[config.mk]
export PLATFORM = sky130hd
export DESIGN_NAME = tick_to_level
export DESIGN_NICKNAME = d
export VERILOG_FILES = /design/src/rtl/tick_to_level.sv
export SDC_FILE = /design/constraint.sdc
export NUM_CORES = 1
export LEC_CHECK = 0
export CAP_MARGIN = 20
export CORE_MARGIN = 2
export CORE_UTILIZATION = 62
export CTS_BUF_LIST = sky130_fd_sc_hd__clkbuf_2 sky130_fd_sc_hd__clkbuf_4 sky130_fd_sc_hd__clkbuf_8
export DETAILED_ROUTE_END_ITERATION = 8
export HOLD_SLACK_MARGIN = 0.1
export PLACE_DENSITY = 0.93
export SLEW_MARGIN = 20
export SYNTH_ARGS = -nofsm -noshare
export SYNTH_HDL_FRONTEND = slang
export SYNTH_SLANG_ARGS = --single-unit
[constraint.sdc]
create_clock -name clk -period 5 [get_ports clk]
set_input_delay 0.75 -clock clk [delete_from_list [all_inputs] [get_ports clk]]
set_output_delay 0.75 -clock clk [all_outputs]
set_load 0.05 [all_outputs]
[src/rtl/tick_to_level.sv]
// Turns single-cycle ticks into a held level: either a fixed-length one-shot
// pulse followed by a forced low gap, or a toggle of the level per tick.
module tick_to_level #(
  parameter int unsigned HIGH_CYCLES = 4,
  parameter int unsigned GAP_CYCLES  = 2,
  parameter bit          RETRIGGER   = 1'b0
) (
  input  logic       clk,
  input  logic       reset,
  input  logic       tick,
  input  logic       mode,
  output logic       level,
  output logic       busy,
  output logic       dropped,
  output logic [1:0] dbg_state
);

  typedef enum logic [1:0] {
    ST_IDLE = 2'd0,
    ST_HIGH = 2'd1,
    ST_GAP  = 2'd2
  } state_t;

  localparam logic [15:0] HIGH_LOAD = 16'(HIGH_CYCLES - 1);
  // Only used when GAP_CYCLES > 0, so the wrap at zero is harmless.
  localparam logic [15:0] GAP_LOAD  = 16'(GAP_CYCLES - 1);

  state_t      state_q, state_d;
  logic [15:0] cnt_q, cnt_d;
  logic        level_q, level_d;
  logic        busy_q, busy_d;
  logic        dropped_q, dropped_d;

  always_ff @(posedge clk) begin
    if (reset) begin
      state_q   <= ST_IDLE;
      cnt_q     <= 16'd0;
      level_q   <= 1'b0;
      busy_q    <= 1'b0;
      dropped_q <= 1'b0;
    end else begin
      state_q   <= state_d;
      cnt_q     <= cnt_d;
      level_q   <= level_d;
      busy_q    <= busy_d;
      dropped_q <= dropped_d;
    end
  end

  // Mode is only consulted in IDLE; HIGH and GAP run to completion regardless.
  always_comb begin
    state_d = state_q;
    cnt_d   = cnt_q;
    case (state_q)
      ST_IDLE: begin
        if (tick && !mode) begin
          state_d = ST_HIGH;
          cnt_d   = HIGH_LOAD;
        end
      end
      ST_HIGH: begin
        if (tick && RETRIGGER) begin
          cnt_d = HIGH_LOAD;
        end else if (cnt_q == 16'd0) begin
          if (GAP_CYCLES > 0) begin
            state_d = ST_GAP;
            cnt_d   = GAP_LOAD;
          end else begin
            state_d = ST_IDLE;
          end
        end else begin
          cnt_d = cnt_q - 16'd1;
        end
      end
      ST_GAP: begin
        if (cnt_q == 16'd0) begin
          state_d = ST_IDLE;
        end else begin
          cnt_d = cnt_q - 16'd1;
        end
      end
      default: begin
        state_d = ST_IDLE;
        cnt_d   = 16'd0;
      end
    endcase
  end

  always_comb begin
    level_d   = level_q;
    dropped_d = 1'b0;
    case (state_q)
      ST_IDLE: begin
        // Leaving toggle mode with level high clears it unless a pulse starts.
        if (mode) level_d = level_q ^ tick;
        else      level_d = tick;
      end
      ST_HIGH: begin
        level_d   = (state_d == ST_HIGH);
        dropped_d = tick && !RETRIGGER;
      end
      ST_GAP: begin
        level_d   = 1'b0;
        dropped_d = tick;
      end
      default: begin
        level_d = 1'b0;
      end
    endcase
    busy_d = (state_d != ST_IDLE);
  end

  assign level     = level_q;
  assign busy      = busy_q;
  assign dropped   = dropped_q;
  assign dbg_state = state_q;

endmodule

; ---- Word level (Yosys, flattened, before mapping)
; Cells that the tools add are included.
[classes]
n_reduce_logical = 8
mux = 10
addsub = 1
eq_ne = 5
bitwise = 2
[op_table]
columns = cell, count
row1 = $mux 16, 3
row2 = $pmux 16 s3, 1
row3 = $logic_not 16->1, 1
row4 = $sub 16x1->16 const B, 1
row5 = $mux 2, 3
row6 = $pmux 2 s3, 1
row7 = $eq 2x1->1 const B, 2
row8 = $ne 2x2->1 const B, 2
row9 = $reduce_or 2->1, 2
row10 = $eq 2x2->1 const B, 1
row11 = $logic_not 2->1, 1
row12 = $pmux 1 s2, 1
row13 = $reduce_and 2->1, 1
row14 = $reduce_bool 2->1, 1
row15 = $logic_and 1x1->1, 1
row16 = $logic_not 1->1, 1
row17 = $mux 1, 1
row18 = $not 1->1, 1
row19 = $xor 1x1->1, 1
[word_totals]
in_bits = 4
regBits = 21
out_inout_bits = 5
word_cells = 31

; ---- Logic depth before layout (Yosys ltp)
; Gate-level depths: netlist of the first run.
[depth]
word_depth = 6
depth_mapped = 7
ltp_nobuf = 7

; ---- Least setup slack after synthesis of the first run
; No wires, ideal clock.
[synth_path]
path_kind = register to register
start = register state_q[0] (netlist: dbg_state[0])
end = register cnt_q[8]
path_stages_with_launch = 8
synth_period_minus_slack_ns = 2.231
path_slack_ns = 2.769
t_required_ns = 4.880
arrival_ns = 2.111
setup_time_ns = 0.120
path_cell_list = dfxtp_1 inv_1 ha_1 or2_2 and2b_1 nand4_1 nor3_1 a211o_1
[synth_via]
elab_chain_cells = 3
elab_cells_between_ends = 7
[synth_lines]
columns = item, line_no
row1 = from (decl), 28  ; state_t state_q, state_d;
row2 = from (signal assigned), 42  ; state_q <= state_d;
row3 = $eq 2x2->1 / $logic_not 2->1 (equally long branches), 54  ; case (state_q)
row4 = $ne 2x2->1 (no source line), -
row5 = $reduce_and 2->1 (no source line), -
row6 = to (signal assigned), 43  ; cnt_q <= cnt_d;
row7 = to (decl), 29  ; logic [15:0] cnt_q, cnt_d;
; Parallel ways exist; a longest one is shown, timed or not.
; A chain may end at the register's enable or synchronous reset.

; ---- Worst setup path in the final report of the first run
[layout_path]
start = register state_q[1] (netlist: dbg_state[1])
end = output dbg_state[1]
[layout_lines]
columns = item, line_no
row1 = to (decl), 15  ; output logic [1:0] dbg_state
; No word-level cell between the ends.

==> flow_metrics.env, run 1 <==
export IMPL_outcome="complete, no violations"
export IMPL_die_h_um=49.5
export IMPL_syn_nets=153
export IMPL_initial_core_util_pct=65.4
export IMPL_yosys_area_top_type_share_pct=32.8
export IMPL_cap_viol_max_count=0
export IMPL_setup_violations=0
export IMPL_slowest_stage="clkdlybuf4s50_1"
export IMPL_crit_type="reg -> out"
export IMPL_synth_common_cells="dfxtp_1 (21), nor2_1 (12), nand2_1 (9)"
export IMPL_cp_max_fo=7
export IMPL_crit_family="buffers and inverters"
export IMPL_drt_iter0_drc=48
export IMPL_drtAntennaViolNets=0
export IMPL_crit_buf_inv=1
export IMPL_hpwl_um=2280
export IMPL_hp_class="reg -> reg"
export IMPL_n_antenna_cell=0
export IMPL_drt_wl_total_um=2990
export IMPL_routabilityCongestion=0.898
export IMPL_p_per_area_mw_per_mm2=682
export IMPL_cp_start_kind="register"
export IMPL_grt_util_all_layers_pct=26.2
export IMPL_pre_cts_slack_ns=2.39
export IMPL_p_leak_nw=0.628
export IMPL_ir_drop_uv=472
export IMPL_syn_area_mm2=0.00128
export IMPL_final_cells=182
export IMPL_synth_cell_types=49
export IMPL_clk_pin_slew_worst_paths_ns=0.11
export IMPL_synth_flop_cell="dfxtp_1"
export IMPL_synth_edf_count=0
export IMPL_tns_ns=0
export IMPL_h_tree_depth=1
export IMPL_routedWlPerCell_um=16.4
export IMPL_synth_most_common_cell="dfxtp_1"
export IMPL_grt_overflow=0
export IMPL_worst_slack_ns=2.61
export IMPL_drive_above_1_share_pct=12.3
export IMPL_synth_area_top_cells="dfxtp_1 (33%), nor4_4 (5.0%), ha_1 (4.9%)"
export IMPL_grt_pass1_wl_um=4920
export IMPL_hold_violations=0
export IMPL_numPortBuffers=8
export IMPL_seq_area_frac_synth_pct=32.8
export IMPL_syn_inst=144
export IMPL_fin_util_pct=72.4
export IMPL_nNetsFinal=165
export IMPL_firstDrtPassIters=4
export IMPL_drv_slew=0
export IMPL_rows=16
export IMPL_ys_async_sr_fraction_pct=0
export IMPL_clk_path_buf_depth=2
export IMPL_cts_sinks=21
export IMPL_synth_area_per_cell_um2=8.91
export IMPL_route_detailed_drc=0
export IMPL_rsz0062_at_grt="no"
export IMPL_finalClockSkew_ns=0.000715
export IMPL_cts_tree="yes"
export IMPL_endpoint_kind="output port"
export IMPL_hold_buffers=0
export IMPL_die_area_mm2=0.00245
export IMPL_numCtsBuffers=3
export IMPL_dp_cells=178
export IMPL_io_pins=9
export IMPL_critPathArrivalTime_ns=1.64
export IMPL_max_freq_mhz=418
export IMPL_grt_max_degree=13
export IMPL_die_x_um=49.5
export IMPL_core_region_area_mm2=0.00196
export IMPL_period_share_pct=47.8
export IMPL_synth_seq_cells=21
export IMPL_clk_latency_ns=0.31
export IMPL_syn_to_final_growth_pct=10.7
export IMPL_yosys_warnings=0
export IMPL_tightestPinTransition_ns=0.514
export IMPL_worstPathCellList="clkdlybuf4s50_1"
export IMPL_cts_resized=0
export IMPL_cp_slowest_stage_delay_ns=0.86
export IMPL_cts_setup_buffers=0
export IMPL_antenna_found_initial=0
export IMPL_vias_per_cell=6.73
export IMPL_vias=1224
export IMPL_cts_root_buf="clkbuf_4"
export IMPL_period_needed_ns=2.39
export IMPL_worst_hold_slack_ns=0.498
export IMPL_first_global_vias=1098
export IMPL_slew_headroom_pct=65.6
export IMPL_required_ns=4.25
export IMPL_yosysTopAreaCell="dfxtp_1"
==> sequential cells by signal, summed over array words and instances (netlist names) <==
name	count
cnt_q	16
busy	1
dbg_state	2
dropped	1
level	1
==> report_power, final <==
group	total (W)	switching (W)	internal (W)
Clock	0.0000826	0.0000527	0.0000299
Sequential	0.000278	0.0000652	0.000213
Combinational	0.000608	0.000372	0.000236
==> per-stage QoR <==
stage / area [um2] / total power, W
global placement: 1390 / 0.000848
detailed placement: 1390 / 0.000869
floorplan: 1280 / 0.000730
global route: 1420 / 0.00104
CTS: 1420 / 0.000957
finish: 1420 / 0.000969
==> layer usage <==
| layer | vias to the layer above | share of wire, % | GRT usage (%) |
|---|---|---|---|
| met5 | - | 0 | 0 |
| met4 | 0 | 2.5 | 13.4 |
| met3 | 10 | 4.8 | 4.85 |
| met2 | 40 | 49 | 44.6 |
| met1 | 596 | 43 | 31.4 |
| li1 | 578 | - | - |
==> worst paths after layout <==
| kind | end | start | slack, ns | depth (start not counted) |
|---|---|---|---|---|
| setup reg to reg | cnt_q[2] | dbg_state[1] | 2.83 | 6 |
| setup / recovery | dbg_state[1] | dbg_state[1] | 2.61 | 1 |
| hold reg to reg | cnt_q[0] | cnt_q[0] | 0.50 | 2 |
| hold / removal | cnt_q[0] | cnt_q[0] | 0.50 | 2 |
==> layout make-up <==
cell class	count	area, um2
Clock buffer	3	22.5
Clock inverter	1	5.00
Timing Repair Buffer	8	80.1
Inverter	7	26.3
Fill cell	168	542
Multi-Input combinational cell	115	832
Sequential cell	21	420
Tap cell	27	33.8
==> cell usage in the layout (no fill, tap or decap), types with 5 or more instances in the layout <==
cell type / instances
ha_1: 5
nor2_1: 12
nand4_1: 7
inv_1: 7
nand3_1: 7
a211o_1: 5
clkdlybuf4s50_1: 8
nand2_1: 9
a21oi_1: 5
dfxtp_1: 21
==> kinds of logic (layout without fill, tap and decap cells) <==
kind of cell	count (synthesis)	in the layout	synth area share [%]
compound gates	33	33	19.7
xor+xnor	5	5	3.41
fa+ha+maj	5	5	4.88
buf+inv	8	19	2.34
flops	21	21	32.8
simple gates	72	72	36.9
(Power assumes the default switching activity.)
==> inputs of run 2 (changes only) <==
--- a/config.mk
+++ b/config.mk
@@ -7,11 +7,11 @@
 export LEC_CHECK = 0
 export CAP_MARGIN = 20
 export CORE_MARGIN = 2
-export CORE_UTILIZATION = 62
+export CORE_UTILIZATION = 60
 export CTS_BUF_LIST = sky130_fd_sc_hd__clkbuf_2 sky130_fd_sc_hd__clkbuf_4 sky130_fd_sc_hd__clkbuf_8
 export DETAILED_ROUTE_END_ITERATION = 8
 export HOLD_SLACK_MARGIN = 0.1
-export PLACE_DENSITY = 0.93
+export PLACE_DENSITY = 0.91
 export SLEW_MARGIN = 20
 export SYNTH_ARGS = -nofsm -noshare
 export SYNTH_HDL_FRONTEND = slang
==> constraint.sdc (replaced) <==
create_clock -name clk -period 2.4 [get_ports clk]
set_input_delay 0.36 -clock clk [delete_from_list [all_inputs] [get_ports clk]]
set_output_delay 0.36 -clock clk [all_outputs]
set_load 0.05 [all_outputs]
==> run 2 against run 1 <==
Compared with the run above: first-iteration DRC count up 31%; via count grew 0.98%; clock skew is 0.0064 ns higher; clock power is 110% higher; sequential share of layout area shrank 0.16 points; largest cell class unchanged.
==> flow_metrics.env, run 2 (same netlist as run 1, synthesis figures left out) <==
export IMPL_routabilityCongestion=0.942
export IMPL_cts_tree="yes"
export IMPL_clk_path_buf_depth=2
export IMPL_crit_family="simple AND/OR/NAND/NOR gates"
export IMPL_first_global_vias=1204
export IMPL_p_int_w=0.000999
export IMPL_slowest_stage="dfxtp_1"
export IMPL_hold_buffers=0
export IMPL_clk_latency_ns=0.31
export IMPL_drt_wl_total_um=2990
export IMPL_h_tree_depth=1
export IMPL_final_common_cell="dfxtp_1"
export IMPL_slew_headroom_pct=66.5
export IMPL_hold_violations=0
export IMPL_seqPwrFrac_pct=29.0
export IMPL_endpoint_kind="register"
export IMPL_ir_drop_uv=937
export IMPL_vias_per_cell=6.75
export IMPL_worstPathCellList="inv_1 > ha_1 > nor4b_1 > nand4_1 > nand4_1 > buf_4 > nor4_1 > a211o_1"
export IMPL_initial_core_util_pct=64.7
export IMPL_grt_pass1_wl_um=5250
export IMPL_grt_max_degree=13
export IMPL_route_detailed_drc=0
export IMPL_die_h_um=50.2
export IMPL_p_leak_nw=0.632
export IMPL_numPortBuffers=8
export IMPL_wl_met2_um=1400
export IMPL_vias=1236
export IMPL_comb_power_share_pct=62.4
export IMPL_tightestPinTransition_ns=0.502
export IMPL_core_region_area_mm2=0.00198
export IMPL_setup_violations=0
export IMPL_drt_iter0_drc=63
export IMPL_p_per_area_mw_per_mm2=1400
export IMPL_grt_util_all_layers_pct=26.5
export IMPL_cts_root_buf="clkbuf_4"
export IMPL_swShare_pct=50.0
export IMPL_rsz0062_at_grt="no"
export IMPL_layout_common_cells="dfxtp_1 (21), nor2_1 (12), nand2_1 (9)"
export IMPL_met3RoutedLength_um=278
export IMPL_cp_slowest_stage_delay_ns=0.34
export IMPL_top_layer="met4"
export IMPL_period_share_pct=88.1
export IMPL_firstDrtPassIters=4
export IMPL_largest_reg_flops=16
export IMPL_n_antenna_cell=0
export IMPL_max_freq_mhz=473
export IMPL_io_pins=9
export IMPL_cp_start_kind="register"
export IMPL_drv_slew=0
export IMPL_tns_ns=0
export IMPL_cap_viol_max_count=0
export IMPL_worst_slack_ns=0.286
export IMPL_min_from="cnt_q[0]"
export IMPL_syn_to_final_growth_pct=11.3
export IMPL_outcome="complete, no violations"
export IMPL_final_cells=183
export IMPL_cts_resized=0
export IMPL_cts_setup_buffers=0
export IMPL_routedWlPerCell_um=16.4
export IMPL_clkPwrFrac_pct=8.5
export IMPL_rr_endpoint="cnt_q[7]"
export IMPL_nNetsFinal=166
export IMPL_path_common_cell="nand4_1"
export IMPL_critPathArrivalTime_ns=2.32
export IMPL_die_x_um=50.2
export IMPL_pre_cts_slack_ns=0.264
export IMPL_drtAntennaViolNets=0
export IMPL_finalClockSkew_ns=0.00710
export IMPL_switchingPower_w=0.000998
export IMPL_cp_max_fo=5
export IMPL_wl_met1_um=1250
export IMPL_required_ns=2.61
export IMPL_numCtsBuffers=3
export IMPL_r2r_slack_ns=0.29
export IMPL_period_needed_ns=2.11
export IMPL_clk_pin_slew_worst_paths_ns=0.12
export IMPL_r2r_start="cnt_q[0]"
export IMPL_crit_type="reg -> reg"
export IMPL_whs_endpoint="cnt_q[0]"
export IMPL_dp_cells=179
export IMPL_holdPathStages=2
export IMPL_ff2ff_path_depth=8
export IMPL_grt_overflow=0
export IMPL_crit_buf_inv=2
export IMPL_drive_above_1_share_pct=12.8
export IMPL_antenna_found_initial=0
export IMPL_total_power_w=0.00200
export IMPL_hp_class="reg -> reg"
export IMPL_cts_sinks=21
export IMPL_rows=16
export IMPL_hpwl_um=2180
export IMPL_largest_register="cnt_q"
export IMPL_die_area_mm2=0.00252
## run 2: changes by cell type in the layout (fill, tap and decap cells not counted)
cell,before,now
buf_4,0,1
## run 2: worst max path at each step
| stage | cells past startpoint | endpoint | startpoint | slack, ns |
|---|---|---|---|---|
| final | 8 | cnt_q[7] | cnt_q[0] | 0.29 |
| after global routing | 8 | cnt_q[4] | cnt_q[0] | 0.11 |
| after CTS | 7 | cnt_q[14] | cnt_q[0] | 0.32 |
| after detailed placement | 6 | cnt_q[2] | tick | 0.26 |
| after global placement | 6 | cnt_q[2] | tick | 0.31 |
| after floorplan | 7 | cnt_q[8] | dbg_state[0] | 0.17 |
## run 2: worst min-delay path: cells and delay by family (launching register included)
kind	cells	cell delay (ns)
AOI/OAI and AO/OA	1	0.05
DFF	1	0.34
and+or+nand+nor	1	0.06
## run 2: power by group through the flow
| stage | clock (W) | combinational, W | sequential (W) |
|---|---|---|---|
| floorplan | 0 | 0.000890 | 0.000630 |
| global placement | 0 | 0.00120 | 0.000573 |
| detailed placement | 0 | 0.00121 | 0.000580 |
| CTS | 0.000178 | 0.00122 | 0.000575 |
| global route | 0.000188 | 0.00135 | 0.000594 |
| finish | 0.000171 | 0.00125 | 0.000579 |
## run 2: per-stage QoR
| stage | hold slack [ns] | util, % | instance area [um2] |
|---|---|---|---|
| after floorplan | 0.429 | - | 1280 |
| after global placement | 0.460 | 70.6 | 1400 |
| after detailed placement | 0.464 | 70.6 | 1400 |
| after CTS | 0.481 | 72.0 | 1430 |
| after global routing | 0.515 | 72.0 | 1430 |
| final | 0.476 | 72.0 | 1430 |
## run 2: layer usage
metal  up-vias  global-route usage (%)
met5         -                       0
met4         0                    9.26
met3        11                    3.87
met2        86                    44.3
met1       562                    34.7
li1        577                       -
## run 2: cell type report
type / instances / area (um2)
flip-flops and latches: 21 / 420
clock inverters: 1 / 5.00
repair buffers: 9 / 87.6
inverters: 7 / 26.3
well taps: 27 / 33.8
fillers: 147 / 554
multi-input cells: 115 / 832
clock buffers: 3 / 22.5
==> inputs of run 3 (changes only) <==
--- a/config.mk
+++ b/config.mk
@@ -6,12 +6,12 @@
 export NUM_CORES = 1
 export LEC_CHECK = 0
 export CAP_MARGIN = 20
-export CORE_MARGIN = 2
-export CORE_UTILIZATION = 60
+export CORE_UTILIZATION = 62
 export CTS_BUF_LIST = sky130_fd_sc_hd__clkbuf_2 sky130_fd_sc_hd__clkbuf_4 sky130_fd_sc_hd__clkbuf_8
 export DETAILED_ROUTE_END_ITERATION = 8
+export DONT_BUFFER_PORTS = 1
 export HOLD_SLACK_MARGIN = 0.1
-export PLACE_DENSITY = 0.91
+export PLACE_DENSITY = 0.88
 export SLEW_MARGIN = 20
 export SYNTH_ARGS = -nofsm -noshare
 export SYNTH_HDL_FRONTEND = slang
==> constraint.sdc (replaced) <==
create_clock -name clk -period 2.3 [get_ports clk]
set_input_delay 0.345 -clock clk [delete_from_list [all_inputs] [get_ports clk]]
set_output_delay 0.345 -clock clk [all_outputs]
set_load 0.05 [all_outputs]
==> run 3 against run 2 <==
Compared with the run above: routed wire length shrank 8.1%; largest cell class unchanged; cell area decreased by 3.7%; non-clock buffer count down 5; sequential share of layout area is 1.1 points higher.
==> flow_metrics.env, run 3 (same netlist as run 1, synthesis figures left out) <==
export IMPL_layout_common_cells="dfxtp_1 (21), nor2_1 (12), nand2_1 (9)"
export IMPL_grt_pass1_wl_um=4750
export IMPL_die_h_um=47.5
export IMPL_largest_register="cnt_q"
export IMPL_cts_setup_buffers=0
export IMPL_required_ns=2.58
export IMPL_ir_drop_uv=945
export IMPL_worst_slack_ns=0.198
export IMPL_vias=1148
export IMPL_nNetsFinal=161
export IMPL_p_leak_nw=0.618
export IMPL_routabilityCongestion=0.923
export IMPL_critPathArrivalTime_ns=2.38
export IMPL_antenna_found_initial=0
export IMPL_numCtsBuffers=3
export IMPL_max_freq_mhz=476
export IMPL_worstPathCellList="ha_1 > or2_2 > and2b_1 > nand4_1 > or3b_2 > nand3_1"
export IMPL_die_x_um=47.5
export IMPL_cp_start_kind="register"
export IMPL_finalInstanceArea_mm2=0.00138
export IMPL_firstDrtPassIters=4
export IMPL_period_needed_ns=2.10
export IMPL_place_area_mm2=0.00133
export IMPL_largest_reg_flops=16
export IMPL_final_common_cell="dfxtp_1"
export IMPL_die_area_mm2=0.00225
export IMPL_drive_above_1_share_pct=13.9
export IMPL_hp_class="in -> reg"
export IMPL_grt_overflow=0
export IMPL_pre_cts_slack_ns=0.253
export IMPL_routedWlPerCell_um=15.5
export IMPL_drt_iter0_drc=48
export IMPL_vias_per_cell=6.45
export IMPL_period_share_pct=91.4
export IMPL_cap_viol_max_count=0
export IMPL_rows=16
export IMPL_cp_slowest_stage_delay_ns=0.55
export IMPL_finalClockSkew_ns=0.00620
export IMPL_syn_to_final_growth_pct=7.22
export IMPL_hpwl_um=2040
export IMPL_min_from="tick"
export IMPL_fin_util_pct=70.1
export IMPL_h_tree_depth=1
export IMPL_setup_violations=0
export IMPL_crit_type="reg -> reg"
export IMPL_core_region_area_mm2=0.00196
export IMPL_first_global_vias=1086
export IMPL_endpoint_kind="register"
export IMPL_clk_pin_slew_worst_paths_ns=0.12
export IMPL_initial_core_util_pct=65.4
export IMPL_io_pins=9
export IMPL_crit_start="dbg_state[1]"
export IMPL_cts_sinks=21
export IMPL_r2r_start="dbg_state[1]"
export IMPL_drtAntennaViolNets=0
export IMPL_cts_tree="yes"
export IMPL_tightestPinTransition_ns=0.512
export IMPL_drv_slew=0
export IMPL_p_per_area_mw_per_mm2=1480
export IMPL_route_detailed_drc=0
export IMPL_slowest_stage="or3b_2"
export IMPL_worst_hold_slack_ns=0.174
export IMPL_rsz0062_at_grt="no"
export IMPL_n_antenna_cell=0
export IMPL_tns_ns=0
export IMPL_numPortBuffers=0
export IMPL_grt_max_degree=13
export IMPL_grt_util_all_layers_pct=30.1
export IMPL_slew_headroom_pct=65.8
export IMPL_drt_wl_total_um=2750
export IMPL_clk_path_buf_depth=2
export IMPL_cts_root_buf="clkbuf_4"
export IMPL_cp_max_fo=8
export IMPL_outcome="complete, no violations"
export IMPL_clk_latency_ns=0.32
export IMPL_hold_violations=0
run 3: final cells by class:
cell class / count / area, um2
tap: 27 / 33.8
multi-input combinational: 115 / 832
clock inverter: 1 / 5.00
inverter: 7 / 26.3
clock buffer: 3 / 22.5
fill: 158 / 587
timing repair buffer: 4 / 35.0
sequential: 21 / 420
run 3: power by group:
group / switching (W) / internal [W] / total, W
sequential: 0.000185 / 0.000463 / 0.000647
clock: 0.000120 / 0.0000653 / 0.000185
combinational: 0.000710 / 0.000486 / 0.00120
total: 0.00101 / 0.00101 / 0.00203
run 3: per-layer routing:
metal | GRT usage, % | wire length [um] | vias to the layer above | share of wire, %
li1 | - | - | 571 | -
met4 | 11.4 | 25 | 0 | 0.91
met3 | 6.42 | 166 | 3 | 6.0
met5 | 0 | 0 | - | 0
met1 | 39.5 | 1230 | 533 | 45
met2 | 48.5 | 1330 | 41 | 48
run 3: critical path: cells and delay by family, from the launching register on:
family                     cells  cell delay [ns]
adders and majority gates      1             0.29
and+or+nand+nor                5             1.31
DFF                            1             0.47
run 3: worst paths after layout:
kind	endpoint	slack [ns]	depth (start not counted)
hold / removal	dropped	0.17	1
setup / recovery	cnt_q[2]	0.20	6
hold reg to reg	cnt_q[0]	0.50	2
setup reg to reg	cnt_q[2]	0.20	6
run 3: metrics by stage:
step / instances / power [W]
2_1_floorplan: 144 / 0.00159
3_3_place_gp: 172 / 0.00180
3_5_place_dp: 172 / 0.00182
4_1_cts: 177 / 0.00201
5_1_grt: 178 / 0.00221
6_report: 178 / 0.00203
run 3: what timing repair did:
item / CTS / global route
hold buffers: 1 / 1
resized for setup: 0 / 0
hold endpoints to repair: 3 / 1
